### src/rtl/data_mem_arbiter_pkg.sv
// Shared definitions for the data-memory arbiter: FSM state encoding,
// master index constants and default burst limit.
package arb_pkg;

  typedef enum logic [1:0] {
    IDLE   = 2'd0,
    ACCESS = 2'd1,
    RESP   = 2'd2
  } arb_state_e;

  localparam logic M_CPU    = 1'b0;
  localparam logic M_LOADER = 1'b1;

  localparam int DEFAULT_MAX_BURST = 4;
  localparam int BURST_CNT_W       = 4;

  // Saturating 8-bit increment used by the wait-length statistic.
  function automatic logic [7:0] sat_inc8(input logic [7:0] v);
    return (v == 8'hFF) ? v : v + 8'd1;
  endfunction

endpackage

### src/rtl/data_mem_arbiter_if.sv
// Bus bundle between the two masters, the arbiter and the data memory.
// The arbiter uses the slave modport (it serves the masters and drives the
// memory); the surrounding system uses the master modport.
interface data_mem_arbiter_if #(
  parameter int ADDR_WIDTH = 30,
  parameter int DATA_WIDTH = 32,
  parameter int NB_COL     = 4
) ();

  logic                  m0_req;
  logic [ADDR_WIDTH-1:0] m0_addr;
  logic [NB_COL-1:0]     m0_wbe;
  logic [DATA_WIDTH-1:0] m0_wdata;
  logic                  m0_ack;
  logic [DATA_WIDTH-1:0] m0_rdata;

  logic                  m1_req;
  logic [ADDR_WIDTH-1:0] m1_addr;
  logic [NB_COL-1:0]     m1_wbe;
  logic [DATA_WIDTH-1:0] m1_wdata;
  logic                  m1_ack;
  logic [DATA_WIDTH-1:0] m1_rdata;

  logic                  mem_ce;
  logic [ADDR_WIDTH-1:0] mem_addr;
  logic [NB_COL-1:0]     mem_wbe;
  logic [DATA_WIDTH-1:0] mem_wdata;
  logic [DATA_WIDTH-1:0] mem_rdata;

  modport slave (
    input  m0_req, m0_addr, m0_wbe, m0_wdata,
    output m0_ack, m0_rdata,
    input  m1_req, m1_addr, m1_wbe, m1_wdata,
    output m1_ack, m1_rdata,
    output mem_ce, mem_addr, mem_wbe, mem_wdata,
    input  mem_rdata
  );

  modport master (
    output m0_req, m0_addr, m0_wbe, m0_wdata,
    input  m0_ack, m0_rdata,
    output m1_req, m1_addr, m1_wbe, m1_wdata,
    input  m1_ack, m1_rdata,
    input  mem_ce, mem_addr, mem_wbe, mem_wdata,
    output mem_rdata
  );

endinterface

### src/rtl/data_mem_arbiter_priority_sel.sv
// Combinational grant decision: master 0 has fixed priority unless it has
// already used up MAX_BURST consecutive grants while master 1 was waiting.
module arb_priority_sel
  import arb_pkg::*;
#(
  parameter int MAX_BURST = DEFAULT_MAX_BURST
) (
  input  logic                   m0_req,
  input  logic                   m1_req,
  input  logic [BURST_CNT_W-1:0] burst_cnt,
  output logic                   grant_valid,
  output logic                   grant_sel
);

  localparam logic [BURST_CNT_W-1:0] MAX_BURST_C = BURST_CNT_W'(MAX_BURST);

  // Pick the winner among the (already qualified) requests.
  always_comb begin
    grant_valid = m0_req | m1_req;
    grant_sel   = M_CPU;
    if (m0_req && m1_req) begin
      grant_sel = (burst_cnt < MAX_BURST_C) ? M_CPU : M_LOADER;
    end else if (m1_req) begin
      grant_sel = M_LOADER;
    end
  end

endmodule

### src/rtl/data_mem_arbiter.sv
// Two-master arbiter for the single data-memory port (master 0 = CPU data
// port, master 1 = loader/DMA). Each access takes an ACCESS cycle (memory
// enabled) followed by a RESP cycle (ack pulse, registered read data).
// Optional statistics outputs are enabled by defining ARB_STATS_EN.
module data_mem_arbiter
  import arb_pkg::*;
#(
  parameter int ADDR_WIDTH = 30,
  parameter int DATA_WIDTH = 32,
  parameter int NB_COL     = 4,
  parameter int MAX_BURST  = DEFAULT_MAX_BURST
) (
  input  logic                clk,
  input  logic                rst_n,
  data_mem_arbiter_if.slave   bus
`ifdef ARB_STATS_EN
  ,
  output logic [15:0]         m0_grant_cnt,
  output logic [15:0]         m1_grant_cnt,
  output logic [7:0]          wait_max
`endif
);

  localparam logic [BURST_CNT_W-1:0] MAX_BURST_C = BURST_CNT_W'(MAX_BURST);

  arb_state_e              state_q, state_d;
  logic                    sel_q;
  logic                    rd_q;
  logic [BURST_CNT_W-1:0]  burst_cnt_q;

  logic                    eval_pt;
  logic                    req0_eff, req1_eff;
  logic                    grant, grant_sel;
  logic [NB_COL-1:0]       gnt_wbe;

  logic                    m0_ack_q, m1_ack_q;
  logic [DATA_WIDTH-1:0]   m0_rdata_q, m1_rdata_q;

  logic                    mem_ce_c;
  logic [ADDR_WIDTH-1:0]   mem_addr_c;
  logic [NB_COL-1:0]       mem_wbe_c;
  logic [DATA_WIDTH-1:0]   mem_wdata_c;

  // Arbitration happens in IDLE and RESP; the master being acked in RESP
  // still shows its old req, so it is masked out to avoid a double grant.
  assign eval_pt  = (state_q != ACCESS);
  assign req0_eff = eval_pt && bus.m0_req && !(state_q == RESP && sel_q == M_CPU);
  assign req1_eff = eval_pt && bus.m1_req && !(state_q == RESP && sel_q == M_LOADER);
  assign gnt_wbe  = (grant_sel == M_LOADER) ? bus.m1_wbe : bus.m0_wbe;

  arb_priority_sel #(
    .MAX_BURST (MAX_BURST)
  ) u_priority_sel (
    .m0_req      (req0_eff),
    .m1_req      (req1_eff),
    .burst_cnt   (burst_cnt_q),
    .grant_valid (grant),
    .grant_sel   (grant_sel)
  );

  // Next-state logic: every grant opens an ACCESS, every ACCESS is answered.
  always_comb begin
    state_d = state_q;
    case (state_q)
      IDLE:    state_d = grant ? ACCESS : IDLE;
      ACCESS:  state_d = RESP;
      RESP:    state_d = grant ? ACCESS : IDLE;
      default: state_d = IDLE;
    endcase
  end

  // State register; async reset also aborts an access in flight.
  always_ff @(posedge clk or negedge rst_n) begin
    if (!rst_n) begin
      state_q <= IDLE;
    end else begin
      state_q <= state_d;
    end
  end

  // Latch the winner and whether its access is a read.
  always_ff @(posedge clk or negedge rst_n) begin
    if (!rst_n) begin
      sel_q <= M_CPU;
      rd_q  <= 1'b0;
    end else if (grant) begin
      sel_q <= grant_sel;
      rd_q  <= (gnt_wbe == '0);
    end
  end

  // Count master-0 grants taken while master 1 waits; any loader grant or an
  // evaluation without a loader request restarts the count.
  always_ff @(posedge clk or negedge rst_n) begin
    if (!rst_n) begin
      burst_cnt_q <= '0;
    end else if (eval_pt) begin
      if (!req1_eff || (grant && grant_sel == M_LOADER)) begin
        burst_cnt_q <= '0;
      end else if (grant && burst_cnt_q < MAX_BURST_C) begin
        burst_cnt_q <= burst_cnt_q + 1'b1;
      end
    end
  end

  // Response stage: one-cycle ack and read-data capture at the end of ACCESS.
  always_ff @(posedge clk or negedge rst_n) begin
    if (!rst_n) begin
      m0_ack_q   <= 1'b0;
      m1_ack_q   <= 1'b0;
      m0_rdata_q <= '0;
      m1_rdata_q <= '0;
    end else begin
      m0_ack_q <= (state_q == ACCESS) && (sel_q == M_CPU);
      m1_ack_q <= (state_q == ACCESS) && (sel_q == M_LOADER);
      if (state_q == ACCESS && rd_q) begin
        if (sel_q == M_LOADER) begin
          m1_rdata_q <= bus.mem_rdata;
        end else begin
          m0_rdata_q <= bus.mem_rdata;
        end
      end
    end
  end

  // Memory port mux: only the selected master is visible, and only in ACCESS.
  always_comb begin
    mem_ce_c    = 1'b0;
    mem_addr_c  = '0;
    mem_wbe_c   = '0;
    mem_wdata_c = '0;
    if (state_q == ACCESS) begin
      mem_ce_c = 1'b1;
      if (sel_q == M_LOADER) begin
        mem_addr_c  = bus.m1_addr;
        mem_wbe_c   = bus.m1_wbe;
        mem_wdata_c = bus.m1_wdata;
      end else begin
        mem_addr_c  = bus.m0_addr;
        mem_wbe_c   = bus.m0_wbe;
        mem_wdata_c = bus.m0_wdata;
      end
    end
  end

  assign bus.mem_ce    = mem_ce_c;
  assign bus.mem_addr  = mem_addr_c;
  assign bus.mem_wbe   = mem_wbe_c;
  assign bus.mem_wdata = mem_wdata_c;
  assign bus.m0_ack    = m0_ack_q;
  assign bus.m1_ack    = m1_ack_q;
  assign bus.m0_rdata  = m0_rdata_q;
  assign bus.m1_rdata  = m1_rdata_q;

`ifdef ARB_STATS_EN
  logic [7:0] wait_cnt_q;
  logic       m1_pending;

  // Loader is waiting when it requests but is not already being served.
  assign m1_pending = bus.m1_req && !(state_q != IDLE && sel_q == M_LOADER);

  // Grant counters (wrapping) and longest loader wait (saturating).
  always_ff @(posedge clk or negedge rst_n) begin
    if (!rst_n) begin
      m0_grant_cnt <= '0;
      m1_grant_cnt <= '0;
      wait_max     <= '0;
      wait_cnt_q   <= '0;
    end else begin
      if (grant && grant_sel == M_CPU) begin
        m0_grant_cnt <= m0_grant_cnt + 16'd1;
      end
      if (grant && grant_sel == M_LOADER) begin
        m1_grant_cnt <= m1_grant_cnt + 16'd1;
        if (wait_cnt_q > wait_max) begin
          wait_max <= wait_cnt_q;
        end
        wait_cnt_q <= '0;
      end else if (m1_pending) begin
        wait_cnt_q <= sat_inc8(wait_cnt_q);
      end else begin
        wait_cnt_q <= '0;
      end
    end
  end
`endif

endmodule
### src/flat_wrapper.sv
// flat-port wrapper written by rule: the top's interface ports become plain ports
module data_mem_arbiter_flat import arb_pkg::*;
#(
  parameter int ADDR_WIDTH = 30,
  parameter int DATA_WIDTH = 32,
  parameter int NB_COL     = 4,
  parameter int MAX_BURST  = DEFAULT_MAX_BURST
)
  (clk, rst_n, bus_m0_req, bus_m0_addr, bus_m0_wbe, bus_m0_wdata, bus_m0_ack, bus_m0_rdata, bus_m1_req, bus_m1_addr, bus_m1_wbe, bus_m1_wdata, bus_m1_ack, bus_m1_rdata, bus_mem_ce, bus_mem_addr, bus_mem_wbe, bus_mem_wdata, bus_mem_rdata);
  data_mem_arbiter_if #(.ADDR_WIDTH(ADDR_WIDTH), .DATA_WIDTH(DATA_WIDTH), .NB_COL(NB_COL)) bus_i ();
  input  logic clk;
  input  logic rst_n;
  input wire logic [$bits(bus_i.m0_req)-1:0] bus_m0_req;
  input wire logic [$bits(bus_i.m0_addr)-1:0] bus_m0_addr;
  input wire logic [$bits(bus_i.m0_wbe)-1:0] bus_m0_wbe;
  input wire logic [$bits(bus_i.m0_wdata)-1:0] bus_m0_wdata;
  output wire logic [$bits(bus_i.m0_ack)-1:0] bus_m0_ack;
  output wire logic [$bits(bus_i.m0_rdata)-1:0] bus_m0_rdata;
  input wire logic [$bits(bus_i.m1_req)-1:0] bus_m1_req;
  input wire logic [$bits(bus_i.m1_addr)-1:0] bus_m1_addr;
  input wire logic [$bits(bus_i.m1_wbe)-1:0] bus_m1_wbe;
  input wire logic [$bits(bus_i.m1_wdata)-1:0] bus_m1_wdata;
  output wire logic [$bits(bus_i.m1_ack)-1:0] bus_m1_ack;
  output wire logic [$bits(bus_i.m1_rdata)-1:0] bus_m1_rdata;
  output wire logic [$bits(bus_i.mem_ce)-1:0] bus_mem_ce;
  output wire logic [$bits(bus_i.mem_addr)-1:0] bus_mem_addr;
  output wire logic [$bits(bus_i.mem_wbe)-1:0] bus_mem_wbe;
  output wire logic [$bits(bus_i.mem_wdata)-1:0] bus_mem_wdata;
  input wire logic [$bits(bus_i.mem_rdata)-1:0] bus_mem_rdata;
  assign bus_i.m0_req = bus_m0_req;
  assign bus_i.m0_addr = bus_m0_addr;
  assign bus_i.m0_wbe = bus_m0_wbe;
  assign bus_i.m0_wdata = bus_m0_wdata;
  assign bus_m0_ack = bus_i.m0_ack;
  assign bus_m0_rdata = bus_i.m0_rdata;
  assign bus_i.m1_req = bus_m1_req;
  assign bus_i.m1_addr = bus_m1_addr;
  assign bus_i.m1_wbe = bus_m1_wbe;
  assign bus_i.m1_wdata = bus_m1_wdata;
  assign bus_m1_ack = bus_i.m1_ack;
  assign bus_m1_rdata = bus_i.m1_rdata;
  assign bus_mem_ce = bus_i.mem_ce;
  assign bus_mem_addr = bus_i.mem_addr;
  assign bus_mem_wbe = bus_i.mem_wbe;
  assign bus_mem_wdata = bus_i.mem_wdata;
  assign bus_i.mem_rdata = bus_mem_rdata;
  data_mem_arbiter #(.ADDR_WIDTH(ADDR_WIDTH), .DATA_WIDTH(DATA_WIDTH), .NB_COL(NB_COL), .MAX_BURST(MAX_BURST)) u_core (.clk(clk), .rst_n(rst_n), .bus(bus_i));
endmodule
### config.mk
export PLATFORM = sky130hd
export DESIGN_NAME = data_mem_arbiter_flat
export DESIGN_NICKNAME = d
export VERILOG_FILES = /design/src/rtl/data_mem_arbiter_pkg.sv /design/src/rtl/data_mem_arbiter_if.sv /design/src/rtl/data_mem_arbiter_priority_sel.sv /design/src/rtl/data_mem_arbiter.sv /design/src/flat_wrapper.sv
export SDC_FILE = /design/constraint.sdc
export NUM_CORES = 1
export LEC_CHECK = 0
export CAP_MARGIN = 0
export CORE_MARGIN = 2
export CORE_UTILIZATION = 31
export DETAILED_ROUTE_END_ITERATION = 8
export PLACE_DENSITY = 0.78
export SYNTH_ARGS = -nofsm -noshare
export SYNTH_HDL_FRONTEND = slang
export SYNTH_HIERARCHICAL = 1
export SYNTH_SLANG_ARGS = --single-unit
### constraint.sdc
create_clock -name clk -period 2 [get_ports clk]
set_input_delay 0.4 -clock clk [delete_from_list [all_inputs] [get_ports clk]]
set_output_delay 0.4 -clock clk [all_outputs]
set_load 0.005 [all_outputs]
* Word level (Yosys, flattened, before mapping) *
Index checks and enable logic that the tools add are counted.

operators by class
  $add $sub $neg = 1
  $lt $le $gt $ge = 1
  equality and inequality tests = 3
  multiplexer cells = 15
  bitwise gates (word level) = 2
  reduce and logical (&&, ||, !) cells = 23

operators with widths
  kind                                                                           count
  32-bit 2-to-1 mux                                                              2
  30-bit 2-to-1 mux                                                              2
  4-bit 2-to-1 mux                                                               5
  1-bit logical AND                                                              12
  2-bit AND reduction                                                            3
  1-bit 2-to-1 mux                                                               5
  4-bit by 1-bit adder with 4-bit output (second input constant)                 1
  4-bit zero test                                                                1
  4-bit by 3-bit less-than comparator with 1-bit output (second input constant)  1
  2-bit one-hot mux with 2 select lines                                          1
  1-bit zero test                                                                3
  2-bit by 1-bit == test with 1-bit output (second input constant)               1
  2-bit == test (second input constant)                                          1
  2-bit zero test                                                                1
  2-bit by 1-bit != test with 1-bit output (second input constant)               1
  2-bit nonzero test                                                             1
  2-bit OR reduction                                                             1
  1-bit logical OR                                                               1
  1-bit NOT                                                                      1
  1-bit OR                                                                       1

word-level totals
  register bits = 74
  input port bits = 168
  output and inout port bits = 133
  logic and storage cells = 53

* Logic depth before layout (Yosys ltp) *
  depth in word-level cells = 10
  mapped depth = 10
  gate-level depth less buffers = 8

* By module *
The synthesis kept the hierarchy.

modules (own cells, without submodules)
  module            instances  cells an instance  area each (um2)  seq. area each (um2)
  data_mem_arbiter  1          325                3947.5           1851.8
  arb_priority_sel  1          3                  17.5             0.0

* Least setup slack after synthesis *
OpenSTA, ideal clock, no wires.

  path type = register -> register
  start point = reg u_core.state_q[0]
  end point = reg u_core.burst_cnt_q[0]
  setup time = 125 ps
  data arrival time = 1909 ps
  required time = 1875 ps
  setup slack = -34 ps
  stages on the path, launching flop included = 10
  buffers on the path = 2
  period minus slack after synthesis = 2034 ps
  path through = dfrtp_1 > nand2b_4 > buf_2 > buf_2 > nand2_1 > a31oi_1 > or2_1 > nor3b_1 > o21ai_0 > mux2_2

on the way
  elaborated cells between the ends (all ways) = 21
  classes of those cells = eq/ne: 2; mux: 3; bitwise: 1; reduce/logical: 15

RTL lines
  what                           RTL line                             RTL
  from (decl)                    data_mem_arbiter.sv:26               arb_state_e state_q, state_d;
  from (signal assigned)         data_mem_arbiter.sv:77               state_q <= state_d;
  2-bit == test                  data_mem_arbiter.sv:47               assign req0_eff = eval_pt && bus.m0_req && !(state_q == RESP && sel_q == M_CPU);
  1-bit logical AND              data_mem_arbiter.sv:47
  1-bit zero test                data_mem_arbiter.sv:47
  1-bit logical AND (*)          data_mem_arbiter.sv:47
  net u_core.req0_eff            data_mem_arbiter.sv:32               logic req0_eff, req1_eff;
  1-bit OR (*)                   data_mem_arbiter_priority_sel.sv:19  grant_valid = m0_req | m1_req;
  net u_core.grant               data_mem_arbiter.sv:33               logic grant, grant_sel;
  1-bit logical AND              data_mem_arbiter.sv:98               if (!req1_eff || (grant && grant_sel == M_LOADER)) begin
  1-bit logical OR               data_mem_arbiter.sv:98
  2-bit nonzero test (no line)   --
  2-bit AND reduction (no line)  --
  to (signal assigned)           data_mem_arbiter.sv:101              burst_cnt_q <= burst_cnt_q + 1'b1;
  to (decl)                      data_mem_arbiter.sv:29               logic [BURST_CNT_W-1:0] burst_cnt_q;

The timed path passes the listed nets; every way through them passes the cells marked *.
A chain may end at the register's enable or synchronous reset.

* Worst setup path in the final report *
  start point = reg u_core.sel_q
  end point = reg u_core.burst_cnt_q[0]

on the way
  elaborated cells between the ends (all ways) = 18
  classes of those cells = mux: 3; bitwise: 2; reduce/logical: 13

RTL lines
  what                                                          RTL line                                                                  RTL
  from (decl)                                                   data_mem_arbiter.sv:27                                                    logic sel_q;
  from (signal assigned)                                        data_mem_arbiter.sv:87                                                    sel_q <= grant_sel;
  1-bit logical AND (*)                                         data_mem_arbiter.sv:48                                                    assign req1_eff = eval_pt && bus.m1_req && !(state_q == RESP && sel_q == M_LOADER);
  1-bit zero test (*)                                           data_mem_arbiter.sv:48
  1-bit logical AND (*)                                         data_mem_arbiter.sv:48
  net u_core.req1_eff                                           data_mem_arbiter.sv:32
  1-bit 2-to-1 mux / 1-bit logical AND (equally long branches)  data_mem_arbiter_priority_sel.sv:23, data_mem_arbiter_priority_sel.sv:21
  1-bit 2-to-1 mux (*)                                          data_mem_arbiter_priority_sel.sv:21                                       if (m0_req && m1_req) begin
  net u_core.grant_sel                                          data_mem_arbiter.sv:33
  1-bit logical AND (*)                                         data_mem_arbiter.sv:98
  1-bit logical OR (*)                                          data_mem_arbiter.sv:98
  2-bit nonzero test (no line)                                  --
  2-bit AND reduction (no line)                                 --

Marks and branches as above.

==> run_summary.xml <==
<?xml version="1.0" encoding="UTF-8"?>
<metrics>
  <group name="critical_path">
    <metric name="setup.worst_path.class" unit="">flop to flop</metric>
    <metric name="worst-endpoint-arrival" unit="ps">2240</metric>
    <metric name="worstPathMaxFanout" unit="">5</metric>
    <metric name="register_to_register_setup_slack" unit="ps">-40</metric>
    <metric name="critPathRequiredTime" unit="ps">2210</metric>
    <metric name="setup_crit_start_kind" unit="">flop</metric>
    <metric name="critPathCaptureType" unit="">flop</metric>
  </group>
  <group name="global_routing">
    <metric name="global_route.overflow_total" unit="">0</metric>
    <metric name="wire_length_of_the_first_global_routing_pass" unit="µm">21300</metric>
    <metric name="vias_in_the_first_global_route" unit="">3947</metric>
    <metric name="grt_util_all_layers" unit="%">20.7</metric>
    <metric name="antenna_found_initial" unit="">0</metric>
    <metric name="grt_start_max_net_pins" unit="">51</metric>
  </group>
  <group name="detailed_routing">
    <metric name="drtPass1Iterations" unit="">4</metric>
    <metric name="drt_drc_violations_left" unit="">0</metric>
    <metric name="route.detailed.wl_per_inst" unit="µm">18.1</metric>
    <metric name="drt-total-wl" unit="µm">15000</metric>
    <metric name="postRouteAntennaNets" unit="">0</metric>
    <metric name="drt_iter0_markers" unit="">269</metric>
    <metric name="vias" unit="">3859</metric>
    <metric name="vias_per_cell" unit="">4.64</metric>
  </group>
  <group name="sta">
    <metric name="hold_slack" unit="ps">69.7</metric>
    <metric name="achievable-frequency" unit="MHz">491</metric>
    <metric name="report.final.setup_viol" unit="">2</metric>
    <metric name="finClkSkew" unit="ps">5.03</metric>
    <metric name="hold_viol_final" unit="">0</metric>
    <metric name="tightest_slew" unit="ps">352</metric>
    <metric name="final_min_period_over_clock_period" unit="%">102</metric>
    <metric name="timing.max_slew.rel_slack" unit="%">76.3</metric>
    <metric name="period_needed" unit="ps">2040</metric>
    <metric name="fin_ws" unit="ps">-36.0</metric>
    <metric name="slew_violations" unit="">0</metric>
    <metric name="rsz_0062_raised_after_global_routing" unit="">true</metric>
  </group>
  <group name="logic_synthesis">
    <metric name="primary_ff_master_synth" unit="">sky130_fd_sc_hd__dfrtp_1</metric>
    <metric name="netlist_area" unit="µm²">3970</metric>
    <metric name="postSynthCellCount" unit="">328</metric>
    <metric name="yosys.cell_types.count" unit="">35</metric>
    <metric name="yosysWarningCount" unit="">6</metric>
    <metric name="fraction_of_registers_with_async_set_reset" unit="%">100</metric>
    <metric name="mappedNetlistNets" unit="">497</metric>
    <metric name="synth-seq-cells" unit="">74</metric>
    <metric name="synth_edf_count" unit="">0</metric>
    <metric name="syn_area_per_cell" unit="µm²">12.1</metric>
    <metric name="sequential_area_share_after_synthesis" unit="%">46.7</metric>
  </group>
  <group name="clock_tree">
    <metric name="clk_path_buf_depth" unit="">2</metric>
    <metric name="htreeDepth" unit="">3</metric>
    <metric name="root_buffer_master" unit="">sky130_fd_sc_hd__clkbuf_16</metric>
    <metric name="cts_sinks" unit="">74</metric>
    <metric name="cts_buffers" unit="">9</metric>
    <metric name="tritoncts" unit="">yes</metric>
    <metric name="holdBufCountCts" unit="">0</metric>
    <metric name="clk_pin_slew_worst_paths" unit="ps">60</metric>
    <metric name="worstSkewPairLatency" unit="ps">330</metric>
  </group>
  <group name="pwr">
    <metric name="power.leakage" unit="nW">3.37</metric>
    <metric name="fin_total_pwr" unit="W">0.0108</metric>
    <metric name="cellPowerDensity" unit="nW/µm²">1400</metric>
    <metric name="peak_supply_drop" unit="mV">0.471</metric>
  </group>
  <group name="finish">
    <metric name="area_growth" unit="%">94.1</metric>
    <metric name="drive_above_1_share" unit="%">28.5</metric>
    <metric name="antenna_cells" unit="">0</metric>
    <metric name="area.sequential" unit="µm²">1860</metric>
    <metric name="finalNetCount" unit="">823</metric>
    <metric name="fillCellCount" unit="">1040</metric>
    <metric name="multiInputGateArea" unit="µm²">2070</metric>
  </group>
  <group name="die">
    <metric name="die-area" unit="µm²">13700</metric>
    <metric name="io-pin-count" unit="">301</metric>
    <metric name="core" unit="µm²">12600</metric>
    <metric name="effective_utilization_at_floorplan" unit="%">31.5</metric>
    <metric name="die-height" unit="µm">117</metric>
    <metric name="floorplan_die_width" unit="µm">117</metric>
    <metric name="row_count" unit="">41</metric>
  </group>
  <group name="job">
    <metric name="max_cap_viols" unit="">0</metric>
  </group>
  <group name="run_status">
    <metric name="violations" unit="">negative setup slack</metric>
    <metric name="status" unit="">finished with violations</metric>
  </group>
  <group name="placement">
    <metric name="globalplace.congestion" unit="">0.829</metric>
    <metric name="portBuffers" unit="">300</metric>
    <metric name="dpl.hpwl" unit="µm">10800</metric>
  </group>
  <group name="worst_hold_path">
    <metric name="worst_hold_path_type" unit="">input port to async pin</metric>
  </group>
</metrics>
[repair_timing]
item,in CTS,in global routing
gates resized for setup,249,43
buffers inserted,15,5
endpoints found under the setup margin,69,46
pin swaps,16,16
cloned,10,0
[synthesized netlist by cell type, drive strengths merged (2+ instances only)]
master  count  area (µm²)
a21boi      2        15.0
a21oi       2        10.0
a31oi       2        12.5
buf        18         135
clkbuf      5        18.8
dfrtp      74        1850
inv         3        11.3
mux2       65         845
mux2i      66         661
nand2       4        17.5
nor2       72         275
o21ai       2        10.0
[flip-flops by register name, summed over array words and instances, names as in the netlist]
name                 flops
u_core/burst_cnt_q       4
u_core/bus.m0_rdata     32
u_core/rd_q              1
u_core/bus.m1_ack        1
u_core/sel_q             1
u_core/state_q           2
u_core/bus.m1_rdata     32
u_core/bus.m0_ack        1
[power by group]
group | switching, W | internal, W | leakage, nW
registers | 0.000416 | 0.00224 | 0.886
clock network | 0.000579 | 0.000961 | 0.136
logic | 0.00246 | 0.00414 | 2.35
[kinds of logic after synthesis]
family / count (synthesis) / synth area share [%]
buffers and inverters: 26 / 4.17
AO/OA/AOI/OAI: 10 / 1.61
AND/OR/NAND/NOR: 86 / 9.25
adder cells (fa/ha/maj): 1 / 0.316
flip-flops: 74 / 46.7
multiplexers: 131 / 38.0
[layout by cell type, fill, tap and decap left out, types with 2 or more instances in the layout]
| master | count |
|---|---|
| sky130_fd_sc_hd__buf_12 | 9 |
| sky130_fd_sc_hd__buf_16 | 9 |
| sky130_fd_sc_hd__buf_2 | 51 |
| sky130_fd_sc_hd__buf_4 | 17 |
| sky130_fd_sc_hd__buf_6 | 3 |
| sky130_fd_sc_hd__clkbuf_1 | 2 |
| sky130_fd_sc_hd__clkbuf_16 | 9 |
| sky130_fd_sc_hd__clkbuf_2 | 16 |
| sky130_fd_sc_hd__clkdlybuf4s50_1 | 232 |
| sky130_fd_sc_hd__clkinv_2 | 2 |
| sky130_fd_sc_hd__clkinvlp_4 | 2 |
| sky130_fd_sc_hd__dfrtp_1 | 73 |
| sky130_fd_sc_hd__inv_1 | 2 |
| sky130_fd_sc_hd__mux2_1 | 23 |
| sky130_fd_sc_hd__mux2_2 | 11 |
| sky130_fd_sc_hd__mux2_4 | 31 |
| sky130_fd_sc_hd__mux2i_1 | 56 |
| sky130_fd_sc_hd__mux2i_2 | 8 |
| sky130_fd_sc_hd__mux2i_4 | 2 |
| sky130_fd_sc_hd__nand2_1 | 2 |
| sky130_fd_sc_hd__nand2_2 | 2 |
| sky130_fd_sc_hd__nor2_1 | 69 |
| sky130_fd_sc_hd__nor2_2 | 3 |
[layout make-up]
cell class	count	area share (%)
well taps	172	2.80
flip-flops and latches	74	24.1
clock inverters	5	0.715
clock buffers	11	3.02
repair buffers	338	42.3
multi-input cells	228	26.9
inverters	3	0.146
[critical path, stage by stage, from the launching register on]
cell	delay [ps]
sky130_fd_sc_hd__dfrtp_4	510
sky130_fd_sc_hd__buf_12	170
sky130_fd_sc_hd__buf_16	140
sky130_fd_sc_hd__nand3b_1	100
sky130_fd_sc_hd__and3_4	190
sky130_fd_sc_hd__a21boi_4	190
sky130_fd_sc_hd__nand2_2	80
sky130_fd_sc_hd__nand4_1	180
sky130_fd_sc_hd__o21ai_2	100
sky130_fd_sc_hd__mux2_4	260
[stage by stage]
step / instance area, µm² / utilization (%) / TNS, ps / worst slack, ps / instances
floorplan: 3970 / - / 0 / 53.7 / 328
global placement: 7200 / 57.3 / -5.59 / -5.59 / 789
detailed placement: 7200 / 57.3 / -241 / -92.2 / 789
CTS: 7740 / 61.6 / -728 / -117 / 828
global route: 7690 / 61.2 / -747 / -85.6 / 831
finish: 7690 / 61.2 / -63.0 / -36.0 / 831
[path summary, 6_finish.rpt]
check,startpoint,to,cells past startpoint
hold / removal,rst_n,u_core/bus.m1_rdata[4],2
setup / recovery,u_core/sel_q,u_core/burst_cnt_q[0],9
setup reg to reg,u_core/sel_q,u_core/burst_cnt_q[0],9
hold reg to reg,u_core/bus.m1_rdata[19],u_core/bus.m1_rdata[19],1
max in group asynchronous,rst_n,u_core/bus.m0_rdata[15],2
min in group clk,u_core/bus.m1_rdata[19],u_core/bus.m1_rdata[19],1
[routing by layer]
layer	routed length [µm]	part of all wire (%)	vias to the layer above	track usage, %
met5	0	0	-	0
met1	5730	38	1846	23.9
li1	-	-	1797	-
met3	1040	6.9	29	4.99
met4	367	2.4	0	7.76
met2	7870	52	187	37.1
(Power assumes the default switching activity.)
==> RTL change 1, RTL diff (same settings) <==
Re-encode `arb_state_e` (3 states) as one-hot, 3 bits wide.
--- a/src/rtl/data_mem_arbiter_pkg.sv
+++ b/src/rtl/data_mem_arbiter_pkg.sv
@@ -3,8 +3,8 @@
 package arb_pkg;
 
-  typedef enum logic [1:0] {
-    IDLE   = 2'd0,
-    ACCESS = 2'd1,
-    RESP   = 2'd2
+  typedef enum logic [2:0] {
+    IDLE   = 3'b001,
+    ACCESS = 3'b010,
+    RESP   = 3'b100
   } arb_state_e;
 
Behaviour: same outputs for any inputs over 10 cycles, from zero or initial values and one cycle with rst_n low; not proved beyond that.
==> RTL change 1 against the unedited design <==
- the run still ends with setup timing left
- register-to-register slack worse by 0.13 ns
- synthesized area is 4.5% higher
- global-route usage is 1.7 points lower
- routed wire length is 8.5% higher
- via count is 3.4% higher
- sequential cell count is 1 higher
- power is 7.2% lower
- critical path type is now flip-flop to primary output
- cell area is 12% higher
- die area is 4.4% higher
- utilization is 4.2 points higher
- count of clock-buffer cells in the layout is 2 higher
- worst setup slack worse by 0.22 ns
==> RTL change 1: results (changes against the unedited design) <==
clkbuf count 13 (was 11); Top delay family on crit path buffers and inverters (was simple AND/OR/NAND/NOR gates); first-pass GRT wire length 21.3 mm (about the same); worst setup path endpoint bus_mem_wdata[4] (was u_core/burst_cnt_q[0]$_DFFE_PN0P_); Layout non-clock buf frac 0.421 (was 0.423); met3 wire len 932 um (was 1.04 mm); clk cell area share 0.0306 (was 0.0374); Resized Gates After CTS 117 (was 249); Mean Syn Cell Area 12.3 um2 (was 12.1 um2); global routing usage on met3 0.0490 (was 0.0499); post-synthesis sequential area ratio 0.453 (was 0.467); layout cells sized above 1 0.421 (was 0.285); first-iteration detailed-routing DRC count 167 (was 269); Syn Nets 506 (was 497); Detailed Route WL 16.3 mm (was 15.0 mm); hpwl dp 11.1 mm (was 10.8 mm); status complete, but fails checks (unchanged); DP Area 7510 um2 (was 7200 um2); Seq area share 0.219 (was 0.241); vias in the first global route 3,999 (was 3,947); met1 GRT Util 0.221 (was 0.239); fillers 989 (was 1,040); CP Launch Point u_core/state_q[2]$_DFF_PN0_ (was u_core/sel_q$_DFFE_PN0P_); Synth cell types 33 (was 35); post-CTS setup buffers 3 (was 15); Layout Skew 0.00373 ns (was 0.00503 ns); Layout Nets 857 (was 823); Non-clk invs 5 (was 3); reg2reg path depth 8 (was 9); Worst EP arrival 1.85 ns (was 2.24 ns); Least-Margin Pin Slew 0.509 ns (was 0.352 ns); critical path's largest stage delay 0.48 ns (was 0.51 ns); Setup Viol. Count Final 134 (was 2); failing checks setup timing (unchanged); Crit-path slowest cell or3b_4 (was dfrtp_4); ranking of synthesized cells by area dfrtp_1, mux2_4, mux2i_1 (was dfrtp_1, mux2i_1, mux2_4); Pleak 3.89 nW (was 3.37 nW); Inst Count DP 816 (was 789); Setup WS post-layout -0.253 ns (was -0.0360 ns)
-- RTL change 1: cells by family after synthesis --
kind of cell             Yosys count  synth area share
multiplexers                     130             0.388
adder cells (fa/ha/maj)            1           0.00302
buffers and inverters             28            0.0389
flip-flops                        75             0.453
AO/OA/AOI/OAI                     13            0.0238
XOR/XNOR                           1           0.00211
AND/OR/NAND/NOR                   89            0.0915
-- RTL change 1: metrics by stage --
| stage | setup TNS (ns) | hold WS, ns |
|---|---|---|
| floorplan | 0 | 0.104 |
| global placement | -1.73 | 0.387 |
| detailed placement | -2.80 | 0.404 |
| CTS | -12.01 | 0.0431 |
| global route | -24.05 | 0.0656 |
| finish | -18.83 | 0.0408 |
-- RTL change 1: where the power goes --
part	total, mW	internal, mW	leakage (nW)	switching, mW
clock network	1.43	0.865	0.126	0.565
registers	2.76	2.27	0.888	0.491
logic	5.83	3.73	2.88	2.11
==> RTL change 2, RTL diff (config.mk and constraints unchanged) <==
Made on the original files. `NB_COL` is set to 4 in 3 places; all go to 6.
--- a/src/rtl/data_mem_arbiter_if.sv
+++ b/src/rtl/data_mem_arbiter_if.sv
@@ -5,5 +5,5 @@
   parameter int ADDR_WIDTH = 30,
   parameter int DATA_WIDTH = 32,
-  parameter int NB_COL     = 4
+  parameter int NB_COL     = 6
 ) ();
 
--- a/src/rtl/data_mem_arbiter.sv
+++ b/src/rtl/data_mem_arbiter.sv
@@ -8,5 +8,5 @@
   parameter int ADDR_WIDTH = 30,
   parameter int DATA_WIDTH = 32,
-  parameter int NB_COL     = 4,
+  parameter int NB_COL     = 6,
   parameter int MAX_BURST  = DEFAULT_MAX_BURST
 ) (
--- a/src/flat_wrapper.sv
+++ b/src/flat_wrapper.sv
@@ -4,5 +4,5 @@
   parameter int ADDR_WIDTH = 30,
   parameter int DATA_WIDTH = 32,
-  parameter int NB_COL     = 4,
+  parameter int NB_COL     = 6,
   parameter int MAX_BURST  = DEFAULT_MAX_BURST
 )
Interface: changed (resized bus_m0_wbe, bus_m1_wbe and bus_mem_wbe); port bits go from 301 to 307. No check against the original RTL was run, so the function may have changed too.
==> RTL change 2 against the unedited design <==
- the run still ends with setup timing left
- routed wire length rose by 2.3%
- critical path depth did not move
- power fell by 2.5%
- global-route usage rose by 0.93 points
- clock power barely moved
- sequential cell count did not move
- worst setup slack got worse by 0.16 ns
- cell area fell by 0.16%
- count of clock-buffer cells in the layout rose by 1
- worst hold slack improved by 0.052 ns
- sequential share of layout area barely moved
- synthesized area rose by 0.88%
- via count rose by 2.0%
- critical endpoint is now u_core/rd_q$_DFFE_PN0P_
- largest power group unchanged
==> RTL change 2: results (changes against the unedited design) <==
status complete, but fails checks (unchanged); failing checks setup timing (unchanged); Layout Skew 0.00749 ns (was 0.00503 ns); clkbuf count 12 (was 11); Synth Area in Compound Gates 0.0153 (was 0.0161); Setup Viol. Count Final 34 (was 2); post-layout util 0.609 (was 0.612); post-synthesis sequential area ratio 0.463 (was 0.467); Port Buffers 306 (was 300); vias in the first global route 4,110 (was 3,947); met1 GRT Util 0.240 (was 0.239); Seq area share 0.242 (was 0.241); fraction of area in multi-input gates 0.268 (was 0.269); Non-CTS buffers 340 (was 338); pre-CTS setup slack -0.225 ns (was -0.0922 ns); post-CTS setup buffers 10 (was 15); cell area power density 1370 nW/um2 (was 1400 nW/um2); GRT Util Overall 0.216 (was 0.207); Pleak 3.42 nW (was 3.37 nW); clk cell area share 0.0373 (was 0.0374); first-pass GRT wire length 23.4 mm (was 21.3 mm); pin count of the biggest net entering global routing 75 (was 51); Int Power 7.20 mW (was 7.34 mW); Gate Count Post-Synth 334 (was 328); Max Root-Sink Buffers 2 (unchanged); Adder-Cell Fraction of Synth Area 0.00313 (was 0.00316); Resized Gates After CTS 244 (was 249); Worst VDD drop 0.487 mV (was 0.471 mV); Flop pwr share 0.253 (was 0.246); global routing usage on met3 0.0693 (was 0.0499); met3 wire len 1.24 mm (was 1.04 mm); Layout non-clock buf frac 0.424 (was 0.423); Design Area, Final 7680 um2 (was 7690 um2); WL met2 7.92 mm (was 7.87 mm); wl on met1 5.88 mm (was 5.73 mm); Multi-In Gates 233 (was 228); Detailed Route WL 15.3 mm (was 15.0 mm); top post-synthesis cells by count dfrtp_1, nor2_1, mux2i_1 (unchanged); first-iteration detailed-routing DRC count 196 (was 269); non-filler cells, final 837 (was 831); met2 Resource Use GR 0.393 (was 0.371); Setup WS post-layout -0.196 ns (was -0.0360 ns); ranking of synthesized cells by area dfrtp_1, mux2i_1, mux2_4 (unchanged); layout cells sized above 1 0.280 (was 0.285); hpwl dp 11.5 mm (was 10.8 mm); Syn Nets 507 (was 497); Worst EP arrival 2.45 ns (was 2.24 ns); Synth cell types 32 (was 35); post-synthesis mux area share 0.381 (was 0.380); fillers 1,051 (was 1,040); Rel. slew slack 0.739 (was 0.763); Inst Count DP 804 (was 789); Layout Nets 834 (was 823); Worst R2R End u_core/rd_q$_DFFE_PN0P_ (was u_core/burst_cnt_q[0]$_DFFE_PN0P_)
==> RTL change 2: critical path: stages, from the launching register on <==
cell and delay (ns):
dfrtp_4 0.49, buf_8 0.13, buf_6 0.10, nand3b_1 0.12, and3_4 0.21, a21boi_4 0.17
or4b_1 0.44, nor4_1 0.24, a21oi_1 0.08, a21oi_1 0.14
==> RTL change 2: worst min-delay path by stage <==
stage	startpoint	to	slack (ns)	cells after the start
CTS	rst_n	u_core/bus.m1_rdata[31]$_DFFE_PN0P_	0.12	2
floorplan	rst_n	u_core/burst_cnt_q[0]$_DFFE_PN0P_	0.10	0
global route	rst_n	u_core/bus.m1_rdata[28]$_DFFE_PN0P_	0.16	2
detailed placement	rst_n	u_core/bus.m1_rdata[27]$_DFFE_PN0P_	0.47	2
finish	rst_n	u_core/bus.m1_rdata[27]$_DFFE_PN0P_	0.12	2
global placement	rst_n	u_core/bus.m0_rdata[26]$_DFFE_PN0P_	0.46	2
